==> src/rtl/jacobi2d_unrolled_4_scheduler_if.sv <==
// Handshake bundle between the Jacobi 2D pipeline top and its loop-nest scheduler.
// The top (master) drives start/stall; the scheduler (slave) drives fires, indices and status.
interface jacobi2d_unrolled_4_scheduler_if #(
  parameter int IDX_W = 16
);
  logic             start;
  logic             stall;
  logic             t1_en;
  logic [IDX_W-1:0] t1_row;
  logic [IDX_W-1:0] t1_col;
  logic             jac_en;
  logic [IDX_W-1:0] jac_row;
  logic [IDX_W-1:0] jac_col;
  logic             busy;
  logic             done;

  modport master (
    output start, stall,
    input  t1_en, t1_row, t1_col, jac_en, jac_row, jac_col, busy, done
  );

  modport slave (
    input  start, stall,
    output t1_en, t1_row, t1_col, jac_en, jac_row, jac_col, busy, done
  );
endinterface

==> src/rtl/jacobi2d_unrolled_4_scheduler.sv <==
// Bounded, stallable loop-nest sequencer for the unrolled-by-4 Jacobi 2D pipeline:
// fires t1_update_0 for N cycles and the stencil op DELAY cycles behind it, then pulses done.
module jacobi2d_unrolled_4_scheduler #(
  parameter int ROWS       = 64,
  parameter int COL_GROUPS = 16,
  parameter int DELAY      = 33,
  parameter int IDX_W      = 16,
  parameter int CNT_W      = 32
) (
  input  logic clk,
  input  logic rst,
  jacobi2d_unrolled_4_scheduler_if.slave bus
);

  localparam logic [CNT_W-1:0] N_C      = CNT_W'(ROWS * COL_GROUPS);
  localparam logic [CNT_W-1:0] D_C      = CNT_W'(DELAY);
  localparam logic [CNT_W-1:0] L_C      = N_C + D_C;
  localparam logic [CNT_W-1:0] L_LAST   = L_C - CNT_W'(1);
  localparam logic [IDX_W-1:0] COL_LAST = IDX_W'(COL_GROUPS - 1);

  typedef enum logic {IDLE, RUN} state_t;

  state_t           r_state;
  state_t           w_state_next;
  logic [CNT_W-1:0] r_t;
  logic             r_done;
  logic             w_start_run;
  logic             w_finish;
  logic             w_advance;
  logic             w_jac_started;
  logic             w_t1_fire;
  logic             w_jac_fire;
  logic             w_fire [2];

  always_ff @(posedge clk or posedge rst) begin
    if (rst) begin
      r_state <= IDLE;
    end else begin
      r_state <= w_state_next;
    end
  end

  always_comb begin
    w_state_next = r_state;
    w_start_run  = 1'b0;
    w_finish     = 1'b0;
    case (r_state)
      IDLE: begin
        if (bus.start) begin
          w_state_next = RUN;
          w_start_run  = 1'b1;
        end
      end
      RUN: begin
        if (!bus.stall && (r_t == L_LAST)) begin
          w_state_next = IDLE;
          w_finish     = 1'b1;
        end
      end
      default: w_state_next = IDLE;
    endcase
  end

  // A zero DELAY would make the lower bound an always-true unsigned compare.
  generate
    if (DELAY == 0) begin : g_no_delay
      assign w_jac_started = 1'b1;
    end else begin : g_delay
      assign w_jac_started = (r_t >= D_C);
    end
  endgenerate

  assign w_advance  = (r_state == RUN) && !bus.stall;
  assign w_t1_fire  = w_advance && (r_t < N_C);
  assign w_jac_fire = w_advance && w_jac_started && (r_t < L_C);
  assign w_fire[0]  = w_t1_fire;
  assign w_fire[1]  = w_jac_fire;

  always_ff @(posedge clk or posedge rst) begin
    if (rst) begin
      r_t    <= '0;
      r_done <= 1'b0;
    end else begin
      r_done <= w_finish;
      if (w_start_run) begin
        r_t <= '0;
      end else if (w_advance) begin
        r_t <= r_t + CNT_W'(1);
      end
    end
  end

  // Index pair 0 follows t1, pair 1 follows the stencil op; each moves only on its own fire.
  genvar gi;
  generate
    for (gi = 0; gi < 2; gi++) begin : g_idx
      logic [IDX_W-1:0] r_row;
      logic [IDX_W-1:0] r_col;

      always_ff @(posedge clk or posedge rst) begin
        if (rst) begin
          r_row <= '0;
          r_col <= '0;
        end else if (w_start_run) begin
          r_row <= '0;
          r_col <= '0;
        end else if (w_fire[gi]) begin
          if (r_col == COL_LAST) begin
            r_col <= '0;
            r_row <= r_row + IDX_W'(1);
          end else begin
            r_col <= r_col + IDX_W'(1);
          end
        end
      end
    end
  endgenerate

  assign bus.t1_en   = w_t1_fire;
  assign bus.t1_row  = g_idx[0].r_row;
  assign bus.t1_col  = g_idx[0].r_col;
  assign bus.jac_en  = w_jac_fire;
  assign bus.jac_row = g_idx[1].r_row;
  assign bus.jac_col = g_idx[1].r_col;
  assign bus.busy    = (r_state == RUN);
  assign bus.done    = r_done;

endmodule
==> src/flat_wrapper.sv <==
// flat-port wrapper written by rule: the top's interface ports become plain ports
module jacobi2d_unrolled_4_scheduler_flat 
#(
  parameter int ROWS       = 64,
  parameter int COL_GROUPS = 16,
  parameter int DELAY      = 33,
  parameter int IDX_W      = 16,
  parameter int CNT_W      = 32
)
  (clk, rst, bus_start, bus_stall, bus_t1_en, bus_t1_row, bus_t1_col, bus_jac_en, bus_jac_row, bus_jac_col, bus_busy, bus_done);
  jacobi2d_unrolled_4_scheduler_if #(.IDX_W(IDX_W)) bus_i ();
  input  logic clk;
  input  logic rst;
  input wire logic [$bits(bus_i.start)-1:0] bus_start;
  input wire logic [$bits(bus_i.stall)-1:0] bus_stall;
  output wire logic [$bits(bus_i.t1_en)-1:0] bus_t1_en;
  output wire logic [$bits(bus_i.t1_row)-1:0] bus_t1_row;
  output wire logic [$bits(bus_i.t1_col)-1:0] bus_t1_col;
  output wire logic [$bits(bus_i.jac_en)-1:0] bus_jac_en;
  output wire logic [$bits(bus_i.jac_row)-1:0] bus_jac_row;
  output wire logic [$bits(bus_i.jac_col)-1:0] bus_jac_col;
  output wire logic [$bits(bus_i.busy)-1:0] bus_busy;
  output wire logic [$bits(bus_i.done)-1:0] bus_done;
  assign bus_i.start = bus_start;
  assign bus_i.stall = bus_stall;
  assign bus_t1_en = bus_i.t1_en;
  assign bus_t1_row = bus_i.t1_row;
  assign bus_t1_col = bus_i.t1_col;
  assign bus_jac_en = bus_i.jac_en;
  assign bus_jac_row = bus_i.jac_row;
  assign bus_jac_col = bus_i.jac_col;
  assign bus_busy = bus_i.busy;
  assign bus_done = bus_i.done;
  jacobi2d_unrolled_4_scheduler #(.ROWS(ROWS), .COL_GROUPS(COL_GROUPS), .DELAY(DELAY), .IDX_W(IDX_W), .CNT_W(CNT_W)) u_core (.clk(clk), .rst(rst), .bus(bus_i));
endmodule
==> config.mk <==
export PLATFORM = sky130hd
export DESIGN_NAME = jacobi2d_unrolled_4_scheduler_flat
export DESIGN_NICKNAME = d
export VERILOG_FILES = /design/src/rtl/jacobi2d_unrolled_4_scheduler_if.sv /design/src/rtl/jacobi2d_unrolled_4_scheduler.sv /design/src/flat_wrapper.sv
export SDC_FILE = /design/constraint.sdc
export NUM_CORES = 1
export LEC_CHECK = 0
export ABC_AREA = 1
export CELL_PAD_IN_SITES_DETAIL_PLACEMENT = 0
export CELL_PAD_IN_SITES_GLOBAL_PLACEMENT = 1
export CORE_MARGIN = 4
export CORE_UTILIZATION = 40
export DETAILED_ROUTE_END_ITERATION = 10
export GPL_TIMING_DRIVEN = 0
export PLACE_DENSITY = 0.81
export SETUP_SLACK_MARGIN = 0.4
export SLEW_MARGIN = 20
export SYNTH_ARGS = -nofsm -noshare
export SYNTH_HDL_FRONTEND = slang
export SYNTH_SLANG_ARGS = --single-unit
==> constraint.sdc <==
create_clock -name clk -period 4.43 [get_ports clk]
set_input_delay 1.1075 -clock clk [delete_from_list [all_inputs] [get_ports clk]]
set_output_delay 1.1075 -clock clk [all_outputs]
set_load 0.01 [all_outputs]
==> flow_metrics.py, run 1 <==
metrics = {
    "floorplan": {
        "start_util": 0.415,
        "die_w_um": 135,
        "pin_count": 72,
        "row_count": 45,
        "coreArea_sq_um": 15400,
        "die_h_um": 135,
        "dieArea_sq_um": 18100,
    },
    "power_and_ir_drop": {
        "vdd.ir_drop.worst_mv": 0.218,
        "internal-power_mw": 1.93,
        "swShare": 0.347,
        "sequentialPowerShare": 0.436,
        "p_sw_mw": 1.03,
        "leakage_nw": 3.54,
        "combPwrFrac": 0.298,
        "power_density_nw_per_um2": 383,
        "power_frac_clock": 0.266,
    },
    "clock_network": {
        "cts_tree": "built",
        "cts.clk_slew.worst_paths_ps": 70,
        "cts_sinks": 98,
        "postCtsResizedCells": 2,
        "post_cts_buffers": 0,
        "clk_latency_ps": 350,
        "htree_num_levels": 3,
        "numCtsBuffers": 9,
        "clk_path_buf_depth": 2,
        "holdBufCountCts": 0,
        "cts_root_buf": "clkbuf_16",
    },
    "timing": {
        "skew_ps": 6.93,
        "setup_violations": 0,
        "fin_crit_sh": 0.865,
        "hold_violations": 0,
        "final_max_slew_viol_count": 0,
        "slew_headroom": 0.578,
        "worstMarginPinSlew_ps": 634,
        "setup_ws_ps": 599,
        "rsz0062_at_grt": "false",
        "period_needed_ps": 3830,
        "fmax_ghz": 0.261,
        "hold_ws_ps": 521,
    },
    "cells_and_area": {
        "fin_area_sq_um": 7710,
        "fill_cells": 1665,
        "area_growth_pct": 20.4,
        "seqCellArea_sq_um": 2450,
        "diodes": 0,
        "nets": 1049,
        "final_cells": 1251,
        "multi_input_area_sq_um": 3440,
        "layout-drive-gt1-share": 0.0587,
    },
    "synthesis": {
        "async_flop_share": 1.00,
        "netlist_area_sq_um": 6400,
        "synth-seq-cells": 98,
        "synth_nets": 966,
        "synth_top_cell_by_area": "dfrtp_1",
        "syn_avg_cell_area_sq_um": 6.70,
        "ys_warn_count": 0,
        "yosysMostFrequentCell": "nand2_1",
        "synth_area_leaders": "dfrtp_1 (38%), nand2_1 (18%), nor2_1 (9.3%)",
        "synthFlopType": "dfrtp_1",
        "synth_edf_count": 0,
        "synth_commonest_cells": "nand2_1 (299), nor2_1 (158), inv_1 (103)",
        "synth_cells": 955,
        "synth.top_cell.area_share": 0.383,
        "synth_seq_area_share": 0.383,
        "ys_types": 36,
    },
    "place": {
        "dp.cells": 1238,
        "portBuffers": 71,
        "dpl_cell_area_sq_um": 7410,
        "dp_hpwl_mm": 13.1,
        "gp_congestion": 0.854,
        "pre_cts_slack_ps": 329,
    },
    "grt": {
        "busiest_layer": "met2",
        "grt_pass1_vias": 5868,
        "grt_usage": 0.201,
        "grt_pass1_wl_mm": 29.6,
        "grt_antenna_before_repair": 0,
        "overflow": 0,
        "grt_max_degree": 58,
        "met3_usage": 0.0238,
        "grtUsageMet2": 0.324,
        "grt_use_met1": 0.286,
    },
    "setup_path": {
        "crit_required_ps": 3320,
        "end_kind": "primary output",
        "path_max_fanout": 9,
        "worstPathArrival_ps": 2720,
        "crit_type": "in -> out",
        "cp-start-kind": "input pin",
    },
    "route": {
        "drtIter0Drc": 372,
        "drc_errors": 0,
        "dr.pass1.iters": 5,
        "vias": 6115,
        "antenna_left": 0,
        "routed_via_density": 4.89,
        "finalWirelength_mm": 17.2,
        "wl_per_cell_um": 13.8,
    },
    "job": {
        "cap_violations": 0,
    },
    "hold_path": {
        "min_path_type": "reg -> reg",
    },
    "status": {
        "status": "completed",
    },
}
flip-flops by register name (all words and copies together) (netlist names):
name and flops:
u_core.bus.busy 1, u_core.bus.done 1, u_core.bus.t1_row 16, u_core.r_t 32, u_core.bus.jac_col 16, u_core.bus.jac_row 16
u_core.bus.t1_col 16
power by group through the flow:
stage	combinational, mW	sequential (mW)	clock, mW
after CTS	0.894	1.29	0.812
after floorplan	0.449	1.31	0
after detailed placement	0.887	1.30	0
after global placement	0.876	1.31	0
after global routing	1.00	1.32	0.845
final	0.882	1.29	0.787
final cells by class:
cell class	count	area share
Buffer	20	0.0161
Clock buffer	11	0.0315
Clock inverter	2	0.00503
Inverter	106	0.0526
Multi-Input combinational cell	731	0.446
Sequential cell	98	0.318
Tap cell	211	0.0342
Timing Repair Buffer	72	0.0961
placed cells by master, fill, tap and decap left out, drive strengths merged:
cell type	count
nor3b	5
o21ai	52
buf	17
a22oi	2
clkdlybuf4s50	70
o211ai	1
xnor2	4
ha	7
nor4	3
clkbuf	15
dfrtp	98
dlymetal6s2s	1
xor2	26
a31oi	1
nor2	165
a21oi	18
nand4	28
nand3	85
bufinv	1
or2	3
o22ai	2
nor3	21
nand3b	2
inv	107
nand2	306
critical path, cell delays in order:
cell and delay, ps:
clkdlybuf4s50_1 390, inv_1 90, nand2_4 100, nor2_4 110
nand3_2 130, nor2_8 220, clkdlybuf4s50_1 580
path summary, 6_finish.rpt:
path | from | to | slack, ps | cells after the start
setup / recovery | bus_stall | bus_t1_en | 600 | 7
min in group asynchronous | rst | u_core.bus.t1_col[15] | 1150 | 2
max in group asynchronous | rst | u_core.r_t[24] | 2640 | 3
setup reg to reg | u_core.bus.t1_col[0] | u_core.bus.t1_row[1] | 2300 | 11
hold reg to reg | u_core.r_t[14] | u_core.r_t[14] | 520 | 1
hold / removal | u_core.r_t[14] | u_core.r_t[14] | 520 | 1
per-stage QoR:
| stage | TNS (ps) | total power [mW] | util |
|---|---|---|---|
| finish | 0 | 2.96 | 0.500 |
| global route | 0 | 3.17 | 0.500 |
| CTS | 0 | 2.99 | 0.499 |
| detailed placement | 0 | 2.19 | 0.480 |
| global placement | -99750 | 2.18 | 0.478 |
| floorplan | 0 | 1.76 | - |
layer usage:
| metal | up-vias | routed length (um) |
|---|---|---|
| li1 | 3195 | - |
| met1 | 2812 | 8510 |
| met2 | 94 | 8100 |
| met3 | 14 | 474 |
| met4 | 0 | 163 |
| met5 | - | 0 |
cell families (layout without fill, tap and decap cells):
| family | Yosys count | count (layout) | synth area share |
|---|---|---|---|
| buf+inv | 126 | 211 | 0.0819 |
| xor+xnor | 30 | 30 | 0.0410 |
| fa+ha+maj | 7 | 7 | 0.0137 |
| compound gates | 76 | 76 | 0.0659 |
| simple gates | 618 | 618 | 0.414 |
| flops | 98 | 98 | 0.383 |
No activity file was read; power rests on OpenSTA's default activity.
==> run 2: changes to the inputs <==
--- a/constraint.sdc
+++ b/constraint.sdc
@@ -3,2 +3,2 @@
 set_output_delay 1.1075 -clock clk [all_outputs]
-set_load 0.01 [all_outputs]
+set_load 0.02 [all_outputs]
==> run 2 against run 1 <==
  * Sequential power hardly changed
  * Worst setup slack worse by 36 ps
  * Routed wire length is 0.32% lower
  * Highest routed layer unchanged
==> flow_metrics.py, run 2 (same netlist as run 1, synthesis figures left out) <==
metrics = {
    "status": {
        "status": "completed",
    },
    "route": {
        "drtIter0Drc": 377,
        "antenna_left": 0,
        "wl_per_cell_um": 13.7,
        "routed_via_density": 4.87,
        "dr.pass1.iters": 5,
        "finalWirelength_mm": 17.2,
        "vias": 6092,
        "drc_errors": 0,
    },
    "setup_path": {
        "end_kind": "primary output",
        "crit_buf_inv": 4,
        "critPathSlowestCell": "clkdlybuf4s50_1",
        "worstPathArrival_ps": 2760,
        "crit_type": "in -> out",
        "path_cells": "clkdlybuf4s50_1, inv_1, nand2_2, nor2_2, nand3_1, nor2_2, nand3_2, inv_1, dlygate4sd2_1",
        "slowest_delay_ps": 400,
        "cp-start-kind": "input pin",
        "cpLargestDelayFamily": "buffers and inverters",
        "path_max_fanout": 6,
        "crit_required_ps": 3320,
    },
    "grt": {
        "grt_pass1_wl_mm": 29.5,
        "grt_usage": 0.200,
        "busiest_layer": "met2",
        "grt_pass1_vias": 5856,
        "grt_antenna_before_repair": 0,
        "grt_use_met1": 0.286,
        "grt_max_degree": 58,
        "overflow": 0,
        "met3_usage": 0.0238,
        "grtUsageMet2": 0.323,
    },
    "floorplan": {
        "die_w_um": 135,
        "coreArea_sq_um": 15400,
        "start_util": 0.415,
        "pin_count": 72,
        "die_h_um": 135,
        "row_count": 45,
        "dieArea_sq_um": 18100,
    },
    "clock_network": {
        "htree_num_levels": 3,
        "cts_tree": "built",
        "cts.clk_slew.worst_paths_ps": 70,
        "clk_latency_ps": 350,
        "numCtsBuffers": 9,
        "cts_sinks": 98,
        "cts_root_buf": "clkbuf_16",
        "clk_path_buf_depth": 2,
    },
    "timing": {
        "setup_violations": 0,
        "skew_ps": 7.56,
        "final_max_slew_viol_count": 0,
        "fin_crit_sh": 0.873,
        "period_needed_ps": 3870,
        "slew_headroom": 0.576,
        "rsz0062_at_grt": "false",
        "worstMarginPinSlew_ps": 636,
        "hold_violations": 0,
        "fmax_ghz": 0.259,
    },
    "cells_and_area": {
        "seqCellArea_sq_um": 2450,
        "largest_reg_flops": 32,
        "layout-drive-gt1-share": 0.0577,
        "final_cells": 1251,
        "fill_cells": 1666,
        "diodes": 0,
        "fin_area_sq_um": 7690,
        "area_growth_pct": 20.2,
        "final_common_cell": "nand2_1",
        "layout_common_cells": "nand2_1 (299), nor2_1 (158), inv_1 (102)",
        "regMostFlops": "u_core.r_t",
        "multi_input_area_sq_um": 3420,
        "final_core_util": 0.499,
        "nets": 1049,
    },
    "place": {
        "gp_congestion": 0.854,
        "dpl_cell_area_sq_um": 7410,
        "dp_hpwl_mm": 13.1,
        "portBuffers": 71,
        "dp.cells": 1238,
    },
    "job": {
        "cap_violations": 0,
    },
    "power_and_ir_drop": {
        "vdd.ir_drop.worst_mv": 0.220,
        "leakage_nw": 3.55,
        "power_density_nw_per_um2": 398,
        "p_total_mw": 3.06,
    },
    "hold_path": {
        "min_path_type": "reg -> reg",
    },
}
-- run 2: stage by stage --
| step | worst slack, ps | TNS [ps] | hold slack (ps) |
|---|---|---|---|
| floorplan | 760 | 0 | 475 |
| global placement | -1030 | -99750 | 507 |
| detailed placement | 261 | 0 | 510 |
| CTS | 466 | 0 | 522 |
| global route | 431 | 0 | 563 |
| finish | 563 | 0 | 520 |
-- run 2: metal layers --
layer | up-vias | wire (um)
met3 | 14 | 477
met2 | 93 | 8030
met4 | 0 | 170
met1 | 2789 | 8510
li1 | 3196 | -
met5 | - | 0
-- run 2: final cells by class --
type | count | share of cell area
multi-input cells | 731 | 0.445
well taps | 211 | 0.0343
plain buffers | 20 | 0.0161
flip-flops and latches | 98 | 0.319
repair buffers | 72 | 0.0961
inverters | 106 | 0.0527
clock inverters | 2 | 0.00504
clock buffers | 11 | 0.0316
-- run 2: path summary, 6_finish.rpt --
check | start | end | slack, ps | cells past startpoint
max in group asynchronous | rst | u_core.r_t[24] | 2650 | 3
min | u_core.r_t[14] | u_core.r_t[14] | 520 | 1
max | bus_stall | bus_jac_en | 560 | 9
max reg2reg | u_core.bus.t1_col[0] | u_core.bus.t1_row[1] | 2300 | 11
min in group asynchronous | rst | u_core.bus.jac_row[11] | 1150 | 2
min reg2reg | u_core.r_t[14] | u_core.r_t[14] | 520 | 1
-- run 2: worst reg2reg max path: cells and delay by family, from the launching register on --
kind | cells | cell delay, ps
flip-flops | 1 | 420
AND/OR/NAND/NOR | 5 | 510
buffers and inverters | 3 | 380
adder cells (fa/ha/maj) | 1 | 280
AO/OA/AOI/OAI | 2 | 450
-- run 2: report_power, final --
| group | internal [mW] | leakage (nW) | total [mW] | switching, mW |
|---|---|---|---|---|
| combinational | 0.427 | 2.11 | 0.983 | 0.556 |
| clock | 0.447 | 0.138 | 0.789 | 0.342 |
| sequential | 1.06 | 1.30 | 1.29 | 0.232 |
-- run 2: what timing repair did --
item                       4_1_cts  5_1_grt
gates resized for setup          1        1
hold buffers                     0        0
pin swaps                        0        0
setup endpoints to repair        1        1
buffers inserted                 0        0
